`src/rtl/stream_source.sv`:
```
// stream_source: valid/ready burst generator emitting base, base+step, ...
// with optional idle gap after each accepted beat. All outputs registered.
//
// state | meaning
// IDLE  | waiting for start; outputs quiet
// SEND  | out_valid high, waiting for acceptance
// GAP   | idle cycles after a non-last beat before the next one
module stream_source #(
  parameter int WIDTH = 32,
  parameter int CNT_W = 16,
  parameter int GAP_W = 4
) (
  input  logic             clk,
  input  logic             rst,
  input  logic             start,
  input  logic [WIDTH-1:0] base,
  input  logic [WIDTH-1:0] step,
  input  logic [CNT_W-1:0] count,
  input  logic [GAP_W-1:0] gap,
  output logic             out_valid,
  output logic [WIDTH-1:0] out_data,
  input  logic             out_ready,
  output logic             busy,
  output logic             done,
  output logic [CNT_W-1:0] beats_sent
);

  typedef enum logic [1:0] {IDLE, SEND, GAP} state_t;

  state_t state, state_nx;

  logic [WIDTH-1:0] step_q, step_nx, data_nx;
  logic [CNT_W-1:0] count_q, count_nx, beats_nx, beats_inc;
  logic [GAP_W-1:0] gap_q, gap_nx, gap_cnt, gap_cnt_nx;
  logic             valid_nx, busy_nx, done_nx;
  logic             accept, last;

  // A beat moves only while valid is registered high, so ready is naturally
  // ignored in IDLE and GAP.
  assign accept    = out_valid && out_ready;
  assign beats_inc = beats_sent + CNT_W'(1);
  assign last      = (beats_inc == count_q);

  // State register
  always_ff @(posedge clk) begin
    if (rst) state <= IDLE;
    else     state <= state_nx;
  end

  // Next-state decode
  always_comb begin
    state_nx = state;
    case (state)
      IDLE: if (start && (count != '0)) state_nx = SEND;
      SEND: begin
        if (accept) begin
          if (last)              state_nx = IDLE;
          else if (gap_q != '0)  state_nx = GAP;
        end
      end
      GAP:  if (gap_cnt == GAP_W'(1)) state_nx = SEND;
      default: state_nx = IDLE;
    endcase
  end

  // Next values for the registered outputs and latched burst fields
  always_comb begin
    valid_nx   = out_valid;
    data_nx    = out_data;
    busy_nx    = busy;
    done_nx    = 1'b0;
    beats_nx   = beats_sent;
    step_nx    = step_q;
    count_nx   = count_q;
    gap_nx     = gap_q;
    gap_cnt_nx = gap_cnt;
    case (state)
      IDLE: begin
        if (start) begin
          beats_nx = '0;
          if (count != '0) begin
            step_nx  = step;
            count_nx = count;
            gap_nx   = gap;
            valid_nx = 1'b1;
            data_nx  = base;
            busy_nx  = 1'b1;
          end else begin
            done_nx = 1'b1;
          end
        end
      end
      SEND: begin
        if (accept) begin
          beats_nx = beats_inc;
          if (last) begin
            valid_nx = 1'b0;
            busy_nx  = 1'b0;
            done_nx  = 1'b1;
          end else if (gap_q == '0) begin
            data_nx = out_data + step_q;
          end else begin
            valid_nx   = 1'b0;
            gap_cnt_nx = gap_q;
          end
        end
      end
      GAP: begin
        // Down-counter: the terminal count of 1 releases the next beat, so
        // valid stays low for exactly gap_q cycles.
        if (gap_cnt == GAP_W'(1)) begin
          valid_nx = 1'b1;
          data_nx  = out_data + step_q;
        end else begin
          gap_cnt_nx = gap_cnt - GAP_W'(1);
        end
      end
      default: begin
        valid_nx = 1'b0;
        busy_nx  = 1'b0;
      end
    endcase
  end

  // Output and datapath registers
  always_ff @(posedge clk) begin
    if (rst) begin
      out_valid  <= 1'b0;
      out_data   <= '0;
      busy       <= 1'b0;
      done       <= 1'b0;
      beats_sent <= '0;
      step_q     <= '0;
      count_q    <= '0;
      gap_q      <= '0;
      gap_cnt    <= '0;
    end else begin
      out_valid  <= valid_nx;
      out_data   <= data_nx;
      busy       <= busy_nx;
      done       <= done_nx;
      beats_sent <= beats_nx;
      step_q     <= step_nx;
      count_q    <= count_nx;
      gap_q      <= gap_nx;
      gap_cnt    <= gap_cnt_nx;
    end
  end

endmodule

```
`config.mk`:
```
export PLATFORM = sky130hd
export DESIGN_NAME = stream_source
export DESIGN_NICKNAME = d
export VERILOG_FILES = /design/src/rtl/stream_source.sv
export SDC_FILE = /design/constraint.sdc
export NUM_CORES = 1
export LEC_CHECK = 0
export ABC_CLOCK_PERIOD_IN_PS = 5450
export CAP_MARGIN = 30
export CORE_MARGIN = 5
export CORE_UTILIZATION = 57
export DETAILED_ROUTE_END_ITERATION = 8
export HOLD_SLACK_MARGIN = 0.1
export PLACE_DENSITY = 0.93
export SLEW_MARGIN = 40
export SYNTH_ARGS = -nofsm -noshare
export SYNTH_HDL_FRONTEND = slang
export SYNTH_SLANG_ARGS = --single-unit
```
`constraint.sdc`:
```
create_clock -name clk -period 5.45 [get_ports clk]
set_input_delay 0.545 -clock clk [delete_from_list [all_inputs] [get_ports clk]]
set_output_delay 0.545 -clock clk [all_outputs]
set_load 0.02 [all_outputs]
```
### Word level (Yosys, flattened, before mapping)

Index checks and enable logic that the tools add are counted.

| operators by class | value |
|---|---|
| equal/unequal tests | 16 |
| add/sub/neg operators | 3 |
| reduce and logical (&&, ||, !) cells | 16 |
| bitwise gates (word level) | 1 |
| muxes and demuxes | 36 |

Operators with widths:

| operator | number |
|---|---|
| 32-bit two-way mux | 6 |
| 32-bit one-hot mux with 3 select lines | 1 |
| 32-bit adder | 1 |
| 16-bit two-way mux | 2 |
| 16-bit one-hot mux with 2 select lines | 1 |
| 2-bit inequality test (second input constant) | 10 |
| 16-bit by 1-bit adder with 16-bit output (second input constant) | 1 |
| 16-bit equality test | 1 |
| 4-bit two-way mux | 4 |
| 16-bit nonzero test | 1 |
| 5-bit AND reduction | 3 |
| 1-bit two-way mux | 12 |
| 2-bit two-way mux | 5 |
| 4-bit one-hot mux with 2 select lines | 1 |
| 7-bit AND reduction | 1 |
| 3-bit inequality test (second input constant) | 2 |
| 1-bit one-hot mux with 3 select lines | 2 |
| 2-bit one-hot mux with 3 select lines | 1 |
| 3-bit AND reduction | 2 |
| 4-bit by 1-bit equality test with 1-bit output (second input constant) | 1 |
| 4-bit logical NOT | 1 |
| 4-bit AND reduction | 1 |
| 2-bit nonzero test | 2 |
| 4-bit nonzero test | 1 |
| 8 further kinds | 9 |

| storage, ports and cells | value |
|---|---|
| input port bits | 88 |
| register bits | 109 |
| word-level logic and storage cells | 82 |
| output and inout bits | 51 |

### Depth between registers and ports, before layout

Gate-level depths: netlist (run 1).

| logic depth | value |
|---|---|
| depth in word-level cells | 5 |
| gate-level depth with buffers | 13 |
| mapped depth without buffers | 11 |

### Worst setup path after synthesis (run 1)

Ideal clock, no wire load.

| path | value |
|---|---|
| kind | reg2reg |
| from | register beats_sent[0] |
| to | register out_data[0] |
| data required time | 5.304 ns |
| slack | 2.433 ns |
| clock period less this slack | 3.017 ns |
| stages on the path, launching flop included | 14 |
| buffers on the path | 4 |
| setup time | 0.146 ns |
| arrival | 2.871 ns |
| cell sequence | dfxtp_1 > ha_1 > buf_6 > and4_4 > buf_6 > nand4_1 > mux2_2 > o22ai_1 > or4_4 > o21a_1 > buf_2 > buf_2 > nor2_1 > a211oi_2 |

| between the ends | value |
|---|---|
| longest elaborated chain between the ends | 4 |

RTL lines:

| element | line | RTL |
|---|---|---|
| start, declared | 25 | `output logic [CNT_W-1:0] beats_sent` |
| start signal, assigned | 142 | `beats_sent <= beats_nx;` |
| 16-bit by 1-bit adder with 16-bit output | 41 | `assign beats_inc = beats_sent + CNT_W'(1);` |
| 16-bit equality test | 42 | `assign last = (beats_inc == count_q);` |
| 2-bit inequality test (no source line) | n/a |  |
| 7-bit AND reduction (no source line) | n/a |  |
| end signal, assigned | 139 | `out_data <= data_nx;` |
| end, declared | 21 | `output logic [WIDTH-1:0] out_data,` |

Every way passes these cells.
A chain may end at the register's enable or synchronous reset.

### Worst setup path in the final report (run 1)

| path | value |
|---|---|
| from | register beats_sent[0] |
| to | register out_data[31] |

Same word-level chain as after synthesis.

==> results of run 1 <==
-- per-layer routing --
layer	global-route usage, %	share of wire (%)	vias up
met5	0	0	-
met4	9.45	2.2	0
met3	5.71	6.4	43
met2	44.9	48	267
met1	34.2	44	3419
li1	-	-	3500
-- cells in the final DEF (no fill, tap or decap), types with 5 or more instances in the layout --
cell             count
nand2_1            167
nand4_1             19
a21o_1              17
nand2b_1             9
a31oi_1              8
a211oi_2            21
clkdlybuf4s50_1    137
ha_1                38
nor2b_1              9
dfxtp_1            109
xor2_1              11
mux2i_1             19
xnor2_1             28
nor4_1               5
a211o_1              5
inv_1               14
clkbuf_16            9
o21ai_0             29
nor3_1              18
nand3_1             17
nor2_1              79
or3_1                6
or4_1                5
nor3b_1              8
a21oi_1            115
and3_1              11
a211oi_1            14
-- cell families after synthesis --
family	after synthesis
xor gates and xnor gates	39
and+or+nand+nor	383
buffers and inverters	80
DFF	109
AOI/OAI and AO/OA	259
muxes	21
adders and majority gates	39
-- worst paths after layout --
path                               startpoint            to  slack, ns  cells after the start
worst max-delay path            beats_sent[0]  out_data[31]       1.78                     10
worst min-delay path                step_q[6]     step_q[6]       0.46                      2
worst max register to register  beats_sent[0]  out_data[31]       1.78                     10
worst min register to register      step_q[6]     step_q[6]       0.46                      2
-- cells in the mapped netlist (4+ instances only) --
cell type / number
or4_1: 5
a311oi_2: 4
a31oi_1: 8
nand4_1: 19
a211o_1: 5
nor3b_1: 8
o21a_1: 4
nor3_1: 18
nor2b_1: 10
o211ai_1: 4
mux2i_1: 19
xor2_1: 11
nor2_1: 79
nand2_1: 167
nand2b_1: 9
ha_1: 38
and3_1: 11
a311oi_1: 4
or3_1: 6
and2_1: 4
a211oi_1: 14
a21oi_1: 115
inv_1: 15
nand4b_1: 4
xnor2_1: 28
a211oi_2: 21
nor4_1: 5
clkbuf_1: 46
o21ai_0: 29
buf_2: 7
nand3_1: 18
buf_6: 7
dfxtp_1: 109
a21o_1: 17
-- registers in the layout (all words and copies together) (netlist names) --
| signal | flops |
|---|---|
| beats_sent | 16 |
| busy | 1 |
| count_q | 16 |
| done | 1 |
| gap_cnt | 4 |
| gap_q | 4 |
| out_data | 32 |
| out_valid | 1 |
| state | 2 |
| step_q | 32 |
-- worst min-delay path, stage by stage, from the launching register on --
cell,delay [ns]
dfxtp_1,0.32
nand2_1,0.05
a21oi_1,0.05
-- area by class of cell --
class / instances / area (um2) / area share (%)
Multi-Input combinational cell: 741 / 4650 / 52.5
Sequential cell: 109 / 2180 / 24.6
Timing Repair Buffer: 143 / 1460 / 16.4
Clock buffer: 9 / 225 / 2.54
Tap cell: 172 / 215 / 2.43
Clock inverter: 7 / 76.3 / 0.861
Inverter: 16 / 60.1 / 0.677
-- power groups by stage --
stage	Combinational [mW]	Clock, mW	Sequential (mW)
final	2.17	0.668	1.11
after CTS	2.16	0.673	1.11
after global placement	2.03	0	1.12
after global routing	2.37	0.702	1.13
after detailed placement	2.14	0	1.12
after floorplan	1.50	0	1.18
-- through the flow --
stage,cell area [um2],cells
6_report,8870,1197
5_1_grt,8870,1197
4_1_cts,8870,1197
3_5_place_dp,8570,1181
3_3_place_gp,8500,1179
2_1_floorplan,7180,930
==> results.tsv, run 1 <==
stage	metric	value	unit
floorplan	Die H	122	um
timing	Final period util	67.4	%
timing	final setup vio count	0	
synthesis	post-synth cell types	76	
synthesis	Post-Synth XOR/XNOR Area	4.76	%
power	clock group share of total power	16.9	%
detailed_routing	wire per inst	17.0	um
cells_and_area	Fillers	957	
floorplan	Ports	139	
clock_network	CTS tree	done	
clock_network	setup bufs post-CTS	0	
detailed_routing	Post-route DRC	0	
grt	Total GRT Usage	26.8	%
worst_setup_path	crit end category	register	
synthesis	Synth Net Count	1057	
worst_setup_path	Worst Setup Path Type	reg -> reg	
grt	first-pass GRT wire length	32.5	mm
timing	Max-slew headroom	54.2	%
cells_and_area	synthesis-to-layout area growth	23.5	%
placement	Final Wtd Congestion	0.933	
floorplan	Die W	122	um
timing	Worst Skew	0.0138	ns
cells_and_area	Nets	1147	
power	Cell Int Power	2.15	mW
synthesis	Synth Area in Compound Gates	24.5	%
power	Sw Pwr	1.79	mW
synthesis	Synth top area share	30.4	%
clock_network	cts hold-fix bufs	0	
synthesis	cell taking the most area after synthesis	dfxtp_1	
timing	Final TNS setup	0	ns
cells_and_area	share of layout cells above drive strength 1	6.34	%
synthesis	Most used DFF post-synth	dfxtp_1	
worst_setup_path	CP Max Fanout	31	
cells_and_area	Diodes inserted	0	
timing	minimum clock period	3.67	ns
placement	Post-DP HPWL	14.9	mm
worst_setup_path	Largest delay share family, worst path	compound AO/OA/AOI/OAI gates	
synthesis	Synth Instances	930	
clock_network	Worst-Skew Late Latency	0.37	ns
timing	Max Clk Rate	272	MHz
grt	grt ovf	0	
status	status	completed	
floorplan	die area	0.0149	mm2
synthesis	Cell Area, Synth	0.00718	mm2
cells_and_area	Core Util, Final	71.1	%
power	maximum VDD drop	331	uV
timing	fin. max-slew vios	0	
detailed_routing	Initial DRC Count	657	
synthesis	adder-cell area share of the yosys netlist	6.90	%
detailed_routing	DRT Wirelength	20.4	mm
power	combinational share of power	55.0	%
synthesis	Post-Synth Simple-Gate Area	25.3	%
clock_network	post-CTS resize count	0	
power	sequential share of power	28.1	%
power	P per Cell Area	445	mW/mm2
floorplan	Rows	41	
synthesis	number of synthesized register bits	109	
synthesis	post-synthesis sequential area ratio	30.4	%
worst_setup_path	critical path required time	5.70	ns
power	Net Sw Frac	45.4	%
worst_setup_path	critical-path cell list	ha_1 > and4_4 > nand4_1 > mux2_2 > o22ai_1 > or4_4 > o21a_2 > buf_4 > nor3b_1 > a221o_1	
grt	largest net degree at the start of global routing	65	
grt	vias in the first global route	6786	
timing	final worst slack	1.78	ns
synthesis	Ys Warns	0	
power	Pleak	3.39	nW
synthesis	largest family of logic cells by synthesized area	simple AND/OR/NAND/NOR gates	
grt	initial antenna violation count	0	
synthesis	synth top area cells	dfxtp_1 (30%), nand2_1 (8.7%), a21oi_1 (8.0%), ha_1 (6.6%), nor2_1 (4.1%)	
worst_setup_path	buffers and inverters on the worst path	1	
placement	pre-CTS setup slack	1.73	ns
job	Max Cap Viol	0	
clock_network	clock sink total	109	
detailed_routing	ANT nets after route	0	
worst_setup_path	Largest stage delay, worst path	0.53	ns
synthesis	Post-Syn Area per Cell	7.72	um2
timing	RSZ-0062 raised after global routing	false	
clock_network	clk slew on worst S/H paths	0.09	ns
worst_setup_path	crit path DAT	3.93	ns
clock_network	cell at the root of the clock tree	clkbuf_16	
synthesis	multiplexer area fraction after synthesis	2.96	%
synthesis	Post-synth EDFFs	0	
worst_setup_path	slowest stage cell, crit path	o21a_2	
detailed_routing	Vias/cell	6.04	
timing	Slew @ Worst Pin	0.687	ns
timing	final hold slack	0.464	ns
clock_network	clock buffer depth	2	
power	Power, Total	3.95	mW
synthesis	fraction of registers with async set/reset	0	%
clock_network	H-tree level count	3	
timing	Hold Violations, Final	0	
floorplan	Core Area	0.0125	mm2
placement	Port Buf Inserts	138	
clock_network	TritonCTS buffer count	9	
worst_setup_path	crit start category	register	
detailed_routing	router iterations before antenna repair	5	
floorplan	initial core utilization	57.6	%
detailed_routing	DR vias	7229	
min_path	HP Class	reg -> reg	
(Power assumes the default switching activity.)
==> run 2: changes to the inputs <==
--- a/config.mk
+++ b/config.mk
@@ -5,13 +5,13 @@
 export SDC_FILE = /design/constraint.sdc
 export NUM_CORES = 1
 export LEC_CHECK = 0
-export ABC_CLOCK_PERIOD_IN_PS = 5450
+export ABC_CLOCK_PERIOD_IN_PS = 3100
 export CAP_MARGIN = 30
 export CORE_MARGIN = 5
-export CORE_UTILIZATION = 57
+export CORE_UTILIZATION = 48
 export DETAILED_ROUTE_END_ITERATION = 8
 export HOLD_SLACK_MARGIN = 0.1
-export PLACE_DENSITY = 0.93
+export PLACE_DENSITY = 0.84
 export SLEW_MARGIN = 40
 export SYNTH_ARGS = -nofsm -noshare
 export SYNTH_HDL_FRONTEND = slang
==> constraint.sdc (replaced) <==
create_clock -name clk -period 3.1 [get_ports clk]
set_input_delay 0.31 -clock clk [delete_from_list [all_inputs] [get_ports clk]]
set_output_delay 0.31 -clock clk [all_outputs]
set_load 0.02 [all_outputs]
==> run 2 against run 1 <==
Count of clock-buffer cells in the layout up 2. Clock skew is 0.0070 ns lower. Worst hold slack improved by 0.0018 ns. Via count about the same. Critical path depth rose by 1. Wire length increased by 2.0%. Global-route usage is 3.8 points lower. Cell area is 2.2% higher. Utilization down 9.0 points. Worst setup slack worse by 1.6 ns. Sequential share of layout area shrank 0.52 points. First-iteration DRC count fell by 21%. Largest cell class unchanged.
==> results.tsv, run 2 (same netlist as run 1, synthesis figures left out) <==
stage	metric	value	unit	change
worst_setup_path	Largest stage delay, worst path	0.37	ns	-0.16 ns
placement	Post-DP HPWL	15.1	mm	+1.6%
cells_and_area	Fillers	1271		+33%
cells_and_area	most common cell after layout, fill and taps aside	nand2_1		
min_path	HP Class	reg -> reg		
power	Pleak	3.51	nW	+3.3%
timing	Final period util	93.7	%	+26 points
placement	pre-CTS setup slack	0.168	ns	-1.56 ns
floorplan	Die W	132	um	+8.2%
timing	Worst Skew	0.00682	ns	-0.00700 ns
floorplan	Core Area	0.0146	mm2	+17%
worst_setup_path	slowest stage cell, crit path	dfxtp_1		
detailed_routing	router iterations before antenna repair	5		unchanged
worst_setup_path	FF-to-FF path depth	11		+1
job	Max Cap Viol	0		unchanged
clock_network	cell at the root of the clock tree	clkbuf_16		
worst_setup_path	crit start category	register		
floorplan	Ports	139		unchanged
grt	initial antenna violation count	0		unchanged
cells_and_area	top flop regs	out_data (32), step_q (32)		
floorplan	Rows	44		+7.3%
detailed_routing	ANT nets after route	0		unchanged
status	status	completed		
worst_setup_path	Worst Setup Path Type	reg -> reg		
grt	Total GRT Usage	23.0	%	-3.8 points
worst_setup_path	crit end category	register		
floorplan	Die H	132	um	+8.2%
clock_network	TritonCTS buffer count	9		unchanged
timing	fin. max-slew vios	0		unchanged
timing	Max Clk Rate	344	MHz	+26%
worst_setup_path	critical-path cell list	ha_1 > inv_1 > fa_1 > nor2b_1 > o2111ai_1 > a21oi_1 > nand3b_1 > a31oi_1 > o21ai_1 > mux2i_1 > a311oi_2		
placement	Port Buf Inserts	138		unchanged
timing	Max-slew headroom	47.3	%	-6.9 points
clock_network	Worst-Skew Late Latency	0.36	ns	about the same
power	P per Cell Area	785	mW/mm2	+76%
cells_and_area	synthesis-to-layout area growth	26.2	%	
min_path	Hold EP	step_q[20]		
worst_setup_path	critical path required time	3.33	ns	-2.37 ns
timing	final hold slack	0.465	ns	+0.00177 ns
timing	Final TNS setup	0	ns	unchanged
grt	first-pass GRT wire length	33.8	mm	+3.8%
clock_network	clock sink total	109		unchanged
timing	RSZ-0062 raised after global routing	false		
min_path	Hold Crit Depth	2		unchanged
worst_setup_path	buffers and inverters on the worst path	1		unchanged
placement	Final Wtd Congestion	0.928		-0.57%
timing	Hold Violations, Final	0		unchanged
detailed_routing	Vias/cell	5.88		-2.7%
worst_setup_path	RR Startpoint	out_data[0]		
grt	grt ovf	0		unchanged
worst_setup_path	CP Max Fanout	4		-87%
timing	final setup vio count	0		unchanged
timing	final worst slack	0.196	ns	-1.58 ns
detailed_routing	Initial DRC Count	516		-21%
cells_and_area	Nets	1167		+1.7%
worst_setup_path	reg-to-reg setup timing slack	0.20	ns	-1.58 ns
detailed_routing	wire per inst	16.9	um	-0.64%
clock_network	clock buffer depth	2		unchanged
cells_and_area	share of layout cells above drive strength 1	8.13	%	+1.8 points
grt	vias in the first global route	6719		-0.99%
timing	Slew @ Worst Pin	0.791	ns	+0.104 ns
cells_and_area	Diodes inserted	0		unchanged
cells_and_area	Sequential cell area	0.00218	mm2	unchanged
worst_setup_path	Largest delay share family, worst path	compound AO/OA/AOI/OAI gates		
grt	largest net degree at the start of global routing	73		+12%
cells_and_area	most frequent cells in the layout	nand2_1 (167), clkdlybuf4s50_1 (137), a21oi_1 (115), dfxtp_1 (109), nor2_1 (79)		
worst_setup_path	R2R Path End	out_data[28]		
detailed_routing	DR vias	7224		-0.069%
cells_and_area	multi-input logic area	0.00465	mm2	about the same
floorplan	die area	0.0175	mm2	+17%
clock_network	H-tree level count	3		unchanged
detailed_routing	Post-route DRC	0		unchanged
clock_network	CTS tree	done		
clock_network	setup bufs post-CTS	0		unchanged
detailed_routing	DRT Wirelength	20.8	mm	+2.0%
power	Power, Total	7.11	mW	+80%
min_path	hold_sp	step_q[20]		
floorplan	initial core utilization	49.2	%	-8.4 points
power	maximum VDD drop	487	uV	+47%
worst_setup_path	crit path DAT	3.14	ns	-0.79 ns
clock_network	clk slew on worst S/H paths	0.07	ns	-0.02 ns
timing	minimum clock period	2.90	ns	-0.767 ns
[run 2: worst max path at each step]
stage | from | to | cells past startpoint
after floorplan | beats_sent[0] | out_data[0] | 13
after global placement | count[10] | out_data[9] | 10
after detailed placement | count[10] | out_data[9] | 10
after CTS | out_data[0] | out_data[28] | 11
after global routing | out_data[0] | out_data[28] | 11
final | out_data[0] | out_data[28] | 11
[run 2: timing repair]
action	in CTS	in global routing
hold buffers	0	0
endpoints found under the setup margin	0	4
gates resized for setup	0	2
[run 2: power breakdown]
part / internal [mW] / total [mW] / switching (mW)
Combinational: 1.61 / 3.92 / 2.31
Sequential: 1.70 / 1.94 / 0.247
Clock: 0.682 / 1.25 / 0.567
[run 2: per-layer routing]
metal  global-route usage [%]  part of all wire [%]  up-vias
met4                     7.75                   2.7        0
met2                     37.1                    46      280
met5                        0                     0        -
met3                     5.15                   6.8       44
li1                         -                     -     3544
met1                     30.6                    44     3356
[run 2: worst min-delay path, cell delays in order (launching register included)]
cell and delay, ns:
dfxtp_1 0.32, nand2_1 0.05, a21oi_1 0.05
[run 2: cell type report]
type | instances | share of cell area, %
Inverter | 16 | 0.663
Timing Repair Buffer | 163 | 17.8
Sequential cell | 109 | 24.1
Clock buffer | 11 | 2.79
Multi-Input combinational cell | 741 | 51.3
Tap cell | 184 | 2.54
Clock inverter | 5 | 0.732
[run 2: stage by stage]
step                      std cells  util [%]  instance area (um2)
after floorplan                 930         -                 7180
after global placement         1213      59.9                 8730
after detailed placement       1213      59.9                 8730
after CTS                      1229      62.0                 9050
after global routing           1229      62.1                 9060
final                          1229      62.1                 9060
